===== src/rtl/frontend_pkg.sv =====
// Shared types and MIPS classification constants for the frontend issue queue.
package frontend_pkg;

  localparam int MASK_W = 31;

  typedef logic [MASK_W-1:0] reg_mask_t;

  typedef struct packed {
    logic [31:0] pc;
    logic [31:0] instr;
    reg_mask_t   rmask;
    reg_mask_t   wmask;
    logic        is_branch;
    logic        is_load;
    logic        is_store;
  } entry_t;

  typedef enum logic [0:0] {
    ST_NORMAL = 1'b0,
    ST_BUBBLE = 1'b1
  } issue_state_t;

  localparam logic [5:0] OP_SPECIAL = 6'h00;
  localparam logic [5:0] OP_REGIMM  = 6'h01;
  localparam logic [5:0] OP_J       = 6'h02;
  localparam logic [5:0] OP_JAL     = 6'h03;
  localparam logic [5:0] OP_BEQ     = 6'h04;
  localparam logic [5:0] OP_BNE     = 6'h05;
  localparam logic [5:0] OP_BLEZ    = 6'h06;
  localparam logic [5:0] OP_BGTZ    = 6'h07;
  localparam logic [5:0] OP_LB      = 6'h20;
  localparam logic [5:0] OP_LH      = 6'h21;
  localparam logic [5:0] OP_LWL     = 6'h22;
  localparam logic [5:0] OP_LW      = 6'h23;
  localparam logic [5:0] OP_LBU     = 6'h24;
  localparam logic [5:0] OP_LHU     = 6'h25;
  localparam logic [5:0] OP_LWR     = 6'h26;
  localparam logic [5:0] OP_SB      = 6'h28;
  localparam logic [5:0] OP_SH      = 6'h29;
  localparam logic [5:0] OP_SWL     = 6'h2a;
  localparam logic [5:0] OP_SW      = 6'h2b;
  localparam logic [5:0] OP_SWR     = 6'h2e;
  localparam logic [5:0] FN_JR      = 6'h08;
  localparam logic [5:0] FN_JALR    = 6'h09;

  // GPR r maps to mask bit r-1; $0 never contributes a dependency.
  function automatic reg_mask_t reg_bit(input logic [4:0] r);
    reg_mask_t m;
    m = '0;
    if (r != 5'd0) begin
      m[r - 5'd1] = 1'b1;
    end else begin
      m = '0;
    end
    return m;
  endfunction

endpackage


===== src/rtl/instr_class_decode.sv =====
// Classifies an instruction word into register read/write masks and
// branch/load/store flags; unknown opcodes conservatively read rs and rt.
module instr_class_decode
  import frontend_pkg::*;
(
  input  logic [31:0] instr,
  output reg_mask_t   rmask,
  output reg_mask_t   wmask,
  output logic        is_branch,
  output logic        is_load,
  output logic        is_store
);

  logic [5:0] op_s;
  logic [5:0] funct_s;
  logic [4:0] rs_s;
  logic [4:0] rt_s;
  logic [4:0] rd_s;

  assign op_s    = instr[31:26];
  assign rs_s    = instr[25:21];
  assign rt_s    = instr[20:16];
  assign rd_s    = instr[15:11];
  assign funct_s = instr[5:0];

  // Opcode classification into dependency masks and control flags.
  always_comb begin
    rmask     = '0;
    wmask     = '0;
    is_branch = 1'b0;
    is_load   = 1'b0;
    is_store  = 1'b0;
    case (op_s)
      OP_SPECIAL: begin
        rmask     = reg_bit(rs_s) | reg_bit(rt_s);
        wmask     = (funct_s == FN_JR) ? '0 : reg_bit(rd_s);
        is_branch = (funct_s == FN_JR) || (funct_s == FN_JALR);
      end
      OP_REGIMM: begin
        rmask     = reg_bit(rs_s);
        wmask     = rt_s[4] ? reg_bit(5'd31) : '0;
        is_branch = 1'b1;
      end
      OP_J: begin
        is_branch = 1'b1;
      end
      OP_JAL: begin
        wmask     = reg_bit(5'd31);
        is_branch = 1'b1;
      end
      OP_BEQ, OP_BNE: begin
        rmask     = reg_bit(rs_s) | reg_bit(rt_s);
        is_branch = 1'b1;
      end
      OP_BLEZ, OP_BGTZ: begin
        rmask     = reg_bit(rs_s);
        is_branch = 1'b1;
      end
      6'h08, 6'h09, 6'h0a, 6'h0b, 6'h0c, 6'h0d, 6'h0e, 6'h0f: begin
        rmask = reg_bit(rs_s);
        wmask = reg_bit(rt_s);
      end
      OP_LB, OP_LH, OP_LW, OP_LBU, OP_LHU: begin
        rmask   = reg_bit(rs_s);
        wmask   = reg_bit(rt_s);
        is_load = 1'b1;
      end
      // Partial-word loads merge into the old rt value.
      OP_LWL, OP_LWR: begin
        rmask   = reg_bit(rs_s) | reg_bit(rt_s);
        wmask   = reg_bit(rt_s);
        is_load = 1'b1;
      end
      OP_SB, OP_SH, OP_SWL, OP_SW, OP_SWR: begin
        rmask    = reg_bit(rs_s) | reg_bit(rt_s);
        is_store = 1'b1;
      end
      default: begin
        rmask = reg_bit(rs_s) | reg_bit(rt_s);
      end
    endcase
  end

endmodule


===== src/rtl/frontend_issue_queue.sv =====
// Fetch-to-decode compacting issue queue with post-branch bubble insertion.
// Optional load hoisting within a head window is enabled by FRONTEND_HOIST_EN.
module frontend_issue_queue
  import frontend_pkg::*;
#(
  parameter  int DEPTH  = 4,
  parameter  int WINDOW = 2,
  localparam int CW     = $clog2(DEPTH + 1),
  localparam int IW     = $clog2(DEPTH)
) (
  input  logic          clk,
  input  logic          resetn,
  input  logic          flush,
  input  logic          in_valid,
  output logic          in_ready,
  input  logic [31:0]   in_pc,
  input  logic [31:0]   in_instr,
  output logic          out_valid,
  input  logic          out_ready,
  output logic [31:0]   out_pc,
  output logic [31:0]   out_instr,
  output logic          out_nop,
  output logic          out_hoisted,
  output logic          pred_valid,
  output logic [31:0]   pred_pc,
  output logic [31:0]   pred_instr,
  output logic [CW-1:0] count
);

  entry_t       entry_r [DEPTH];
  entry_t       entry_nxt_s [DEPTH];
  logic [CW-1:0] count_r;
  logic [CW-1:0] count_nxt_s;
  logic [CW-1:0] count_shift_s;
  issue_state_t state_r;
  issue_state_t state_nxt_s;

  entry_t        new_entry_s;
  entry_t        head_s;
  entry_t        pred_entry_s;
  logic [IW-1:0] sel_idx_s;
  logic [IW-1:0] pred_idx_s;
  logic          hoist_s;
  logic          issue_s;
  logic          enq_s;

  assign new_entry_s.pc    = in_pc;
  assign new_entry_s.instr = in_instr;

  instr_class_decode u_decode (
    .instr     (in_instr),
    .rmask     (new_entry_s.rmask),
    .wmask     (new_entry_s.wmask),
    .is_branch (new_entry_s.is_branch),
    .is_load   (new_entry_s.is_load),
    .is_store  (new_entry_s.is_store)
  );

`ifdef FRONTEND_HOIST_EN
  // Lowest load in the window that commutes with every older entry.
  always_comb begin
    logic blocked;
    sel_idx_s = '0;
    hoist_s   = 1'b0;
    for (int i = 1; i < DEPTH; i++) begin
      blocked = 1'b0;
      for (int j = 0; j < DEPTH; j++) begin
        blocked = blocked | ((j < i) &&
                  (entry_r[j].is_branch || entry_r[j].is_store ||
                   ((entry_r[i].wmask & (entry_r[j].rmask | entry_r[j].wmask)) != '0) ||
                   ((entry_r[j].wmask & entry_r[i].rmask) != '0)));
      end
      if (!hoist_s && (i < WINDOW) && (i < int'(count_r)) && entry_r[i].is_load && !blocked) begin
        hoist_s   = 1'b1;
        sel_idx_s = IW'(i);
      end else begin
        hoist_s   = hoist_s;
      end
    end
  end
`else
  logic unused_hoist_s;

  // Strict in-order issue; dependency fields only matter when hoisting.
  always_comb begin
    sel_idx_s      = '0;
    hoist_s        = 1'b0;
    unused_hoist_s = (WINDOW == 0);
    for (int k = 0; k < DEPTH; k++) begin
      unused_hoist_s = unused_hoist_s ^ (^{entry_r[k].rmask, entry_r[k].wmask,
                                           entry_r[k].is_load, entry_r[k].is_store});
    end
  end
`endif

  assign head_s       = entry_r[sel_idx_s];
  assign pred_idx_s   = ((state_r == ST_NORMAL) && (sel_idx_s == '0)) ? IW'(1) : '0;
  assign pred_entry_s = entry_r[pred_idx_s];
  assign count        = count_r;

  // Issue slot and predictor view, driven only from registered state.
  always_comb begin
    out_valid   = 1'b0;
    out_nop     = 1'b0;
    out_hoisted = 1'b0;
    out_pc      = 32'd0;
    out_instr   = 32'd0;
    pred_valid  = count_r > CW'(pred_idx_s);
    pred_pc     = pred_valid ? pred_entry_s.pc : 32'd0;
    pred_instr  = pred_valid ? pred_entry_s.instr : 32'd0;
    if (state_r == ST_BUBBLE) begin
      out_valid = 1'b1;
      out_nop   = 1'b1;
    end else if (count_r != '0) begin
      out_valid   = 1'b1;
      out_hoisted = hoist_s;
      out_pc      = head_s.pc;
      out_instr   = head_s.instr;
    end else begin
      out_valid   = 1'b0;
    end
  end

  assign in_ready = (count_r < CW'(DEPTH)) && !flush;
  assign enq_s    = in_valid && in_ready;
  assign issue_s  = (state_r == ST_NORMAL) && (count_r != '0) && out_ready;

  // Remove the issued entry by shifting younger ones down, then append.
  always_comb begin
    for (int k = 0; k < DEPTH - 1; k++) begin
      entry_nxt_s[k] = (issue_s && (IW'(k) >= sel_idx_s)) ? entry_r[k + 1] : entry_r[k];
    end
    entry_nxt_s[DEPTH - 1] = entry_r[DEPTH - 1];
    count_shift_s = count_r - (issue_s ? CW'(1) : CW'(0));
    if (enq_s) begin
      entry_nxt_s[count_shift_s[IW-1:0]] = new_entry_s;
    end else begin
      entry_nxt_s[DEPTH - 1] = entry_nxt_s[DEPTH - 1];
    end
    count_nxt_s = count_shift_s + (enq_s ? CW'(1) : CW'(0));
  end

  // Bubble sequencing; a flush always returns to normal issue.
  always_comb begin
    state_nxt_s = state_r;
    case (state_r)
      ST_NORMAL: state_nxt_s = (issue_s && head_s.is_branch) ? ST_BUBBLE : ST_NORMAL;
      ST_BUBBLE: state_nxt_s = out_ready ? ST_NORMAL : ST_BUBBLE;
      default:   state_nxt_s = ST_NORMAL;
    endcase
    if (flush) begin
      state_nxt_s = ST_NORMAL;
    end else begin
      state_nxt_s = state_nxt_s;
    end
  end

  // Queue storage, occupancy and issue state.
  always_ff @(posedge clk or negedge resetn) begin
    if (!resetn) begin
      count_r <= '0;
      state_r <= ST_NORMAL;
      for (int k = 0; k < DEPTH; k++) begin
        entry_r[k] <= '0;
      end
    end else if (flush) begin
      count_r <= '0;
      state_r <= ST_NORMAL;
      for (int k = 0; k < DEPTH; k++) begin
        entry_r[k] <= '0;
      end
    end else begin
      count_r <= count_nxt_s;
      state_r <= state_nxt_s;
      for (int k = 0; k < DEPTH; k++) begin
        entry_r[k] <= entry_nxt_s[k];
      end
    end
  end

endmodule

===== config.mk =====
export PLATFORM = sky130hd
export DESIGN_NAME = frontend_issue_queue
export DESIGN_NICKNAME = d
export VERILOG_FILES = /design/src/rtl/frontend_pkg.sv /design/src/rtl/instr_class_decode.sv /design/src/rtl/frontend_issue_queue.sv
export SDC_FILE = /design/constraint.sdc
export NUM_CORES = 1
export LEC_CHECK = 0
export CAP_MARGIN = 10
export CORE_MARGIN = 2
export CORE_UTILIZATION = 35
export CTS_BUF_LIST = sky130_fd_sc_hd__clkbuf_8
export DETAILED_ROUTE_END_ITERATION = 16
export GPL_TIMING_DRIVEN = 0
export PLACE_DENSITY_LB_ADDON = 0.2
export SKIP_CTS_REPAIR_TIMING = 1
export SYNTH_ARGS = -nofsm -noshare
export SYNTH_HDL_FRONTEND = slang
export SYNTH_SLANG_ARGS = --single-unit
export TNS_END_PERCENT = 30

===== constraint.sdc =====
create_clock -name clk -period 4.6 [get_ports clk]
set_input_delay 0.92 -clock clk [delete_from_list [all_inputs] [get_ports clk]]
set_output_delay 0.92 -clock clk [all_outputs]
set_load 0.05 [all_outputs]

==> impl_results.md <==
* Drt pass-1 iters at 5
* Most common cell in the synthesized netlist: nand2_1
* Static leakage at 7.46 nW
* Post-Syn Area at 13700 um^2
* Via/cell ratio at 5.32
* Buffers and inverters on the worst path at 4
* Switching Fraction at 43.6%
* Number of H-tree branching levels at 2
* Commonest cells post-synth: nand2_1, dfrtp_1, nor2_1, a311oi_1, clkbuf_1
* R2R Path End: entry_r[250]
* Final non-filler cell area at roughly 18000 um^2
* WP depth at 5
* Tightest Pin Transition at approximately 1.0 ns
* Final Skew at roughly 0.012 ns
* Slew Limit Fails at 0
* Row cnt at just over 70
* Crit share post-route at a little over nine tenths
* Die Wd at 202 um
* First-pass GRT wire length at about 76000 um
* Endpoints failing hold at 0
* Clk sinks at roughly 260
* Largest net degree at the start of global routing at 114
* CP endpoint kind: output port
* Total gr overflow at 0
* Min-delay worst type: in -> async
* RePlAce Congestion at slightly above 0.8
* Post-route DRC at 0
* Top cell type by total area after synthesis: dfrtp_1
* IO Port Bufs at around 200
* Pwr dens at about 520 nW/um^2
* Area grow syn2layout at 27.7%
* Initial Util at a little over a third
* Slew headroom at around 29%
* Clock power frac at between 20% and 30%
* Mapped Cells at around 1600
* Multi-input logic area at ~6400 um^2
* Critical Path AT at around 3.6 ns
* Total negative slack at 0 ns
* Worst skew pair latency at approximately 0.56 ns
* ANT nets after route at 0
* Post-layout minimum cycle time at between 4 and 5 ns
* NumNets Final at between 1500 and 2000
* Final hold slack at about 0.3 ns
* Yosys reg bits at about 260
* Vias at 12900
* Register share of total power at ~34%
* Post-DP HPWL at roughly 35000 um
* Critical path's top delay family: buffers and inverters
* Placed Area at approximately 16000 um^2
* Vias in the first global route at 13000
* Crit-path cells: inv_1 -> clkbuf_1 -> clkbuf_1 -> and3_1 -> clkdlybuf4s50_1
* RSZ-0062 raised after global routing: true
* CP most frequent cell: clkbuf_1
* Reg clk slew, reported paths at around 0.06 ns
* Post-synth EDFFs at 0
* Internal at between 5 and 6 mW
* Run status: complete, no violations
* Routed WL at roughly 48000 um
* Total track usage at between 20% and 30%
* CTS Buffer Depth at 3
* # IOs at 205
* Synth top area share at about half
* R2R Setup Slk at 0.81 ns
* Critical Path RT at 3.68 ns
* Yosys cell types at 30
* Core Footprint at slightly below 40000 um^2
* # setup viols final at 0
* Ys flop type: dfrtp_1
* Share of cells above drive strength 1 at 7.39%
* Power Total at between 9 and 10 mW
* Synth top area cells: dfrtp_1, nand2_1, a311oi_1, nor2_1, mux2i_1
* Iter 0 DRT Violations at approximately 990
* Filler instances at about 3900
* Synth async-reset ratio at 100%
* Crit path capture: out_instr[3]
* Die ar. at around 40000 um^2
* Syn_area_per_cell at roughly 8.5 um^2
* Root Buffer: clkbuf_8
* Crit path max fanout at 10
* Critical path's largest stage delay at 0.84 ns
* Cell at the slowest stage of the critical path: clkdlybuf4s50_1
* Critical Path Start Type: flip-flop
* Kind of critical path: reg -> out
* Sw power at 3.98 mW
* Syn. warnings at 0
* Sequential cell area at roughly 6600 um^2
* Share of the yosys chip area belonging to registers at roughly half
* Height of the die at 202 um
* R2r worst-path depth at 13
* Comb pwr share at between 40% and 50%
* Reg-to-reg startpoint: count[2]
* Worst setup startpoint: state_r
* MaxCap Viol Count at 0
* Avg WL per Cell at 19.9 um
* CTS buffer count at 46
* Mapped Nets at 1694
* Initial antenna violation count at 1
* VDD IR max at ~0.00021 V
* Max Fclk at around 220 MHz
* CTS tree: yes
-- logic make-up (layout without fill, tap and decap cells) --
logic type	Yosys count	count (layout)	synth area share [%]
adder cells (fa/ha/maj)	5	5	0.455
flip-flops	264	264	48.1
AO/OA/AOI/OAI	261	261	14.8
AND/OR/NAND/NOR	856	856	26.1
other	1	2	0.0273
XOR/XNOR	2	2	0.128
buffers and inverters	163	452	5.41
multiplexers	68	68	4.95
-- area by class of cell --
| class | instances | area share (%) |
|---|---|---|
| antenna | 1 | 0.0143 |
| clock buffer | 64 | 5.02 |
| inverter | 7 | 0.150 |
| multi-input combinational | 1193 | 36.5 |
| sequential | 264 | 37.7 |
| clock inverter | 20 | 0.628 |
| tap | 518 | 3.70 |
| timing repair buffer | 205 | 12.2 |
| buffer | 156 | 4.15 |
-- layer usage --
layer	track usage [%]	vias to the layer above	routed length [um]	part of all wire [%]
met5	0	-	0	0
met2	37.0	377	22100	46
met1	33.0	6375	22600	47
met4	7.25	0	1250	2.6
met3	3.68	79	2270	4.7
li1	-	6080	-	-
-- through the flow --
step | util [%] | setup WS (ns) | cells
6_report | 45.3 | 0.0574 | 2428
5_1_grt | 45.3 | -0.0201 | 2428
4_1_cts | 45.1 | -1.13 | 2427
3_5_place_dp | 42.5 | -0.509 | 2343
3_3_place_gp | 42.4 | -9.30 | 2341
2_1_floorplan | - | 1.20 | 1620
-- registers in the layout, summed over array words and instances, names as in the netlist --
signal,count
state_r,1
entry_r,260
count,3
-- power groups by stage --
stage	combinational, mW	sequential (mW)	clock [mW]
6_report	3.75	3.08	2.29
5_1_grt	4.04	3.13	2.45
4_1_cts	3.74	3.08	2.34
3_5_place_dp	3.72	3.11	0
3_3_place_gp	3.68	3.11	0
2_1_floorplan	2.35	3.04	0
-- cell usage in the layout, fill, tap and decap left out, drive strengths merged, types with 2 or more instances in the layout --
cell	n
a311oi	192
and3	64
buf	77
clkbuf	146
clkdlybuf4s50	182
clkinv	4
dfrtp	264
dlymetal6s2s	20
ha	5
inv	21
mux2i	68
nand2	449
nand2b	71
nand4	3
nor2	259
nor2b	3
nor3	2
o21ai	64
o22ai	3
-- worst min path at each step --
stage | start | to | slack, ns | cells past startpoint
floorplan | entry_r[389] | state_r | 0.51 | 2
global placement | entry_r[66] | entry_r[66] | 0.53 | 2
detailed placement | entry_r[68] | entry_r[68] | 0.53 | 2
CTS | resetn | entry_r[246] | 0.29 | 1
global route | resetn | entry_r[513] | 0.31 | 1
finish | resetn | entry_r[512] | 0.30 | 1
(Power assumes the default switching activity.)
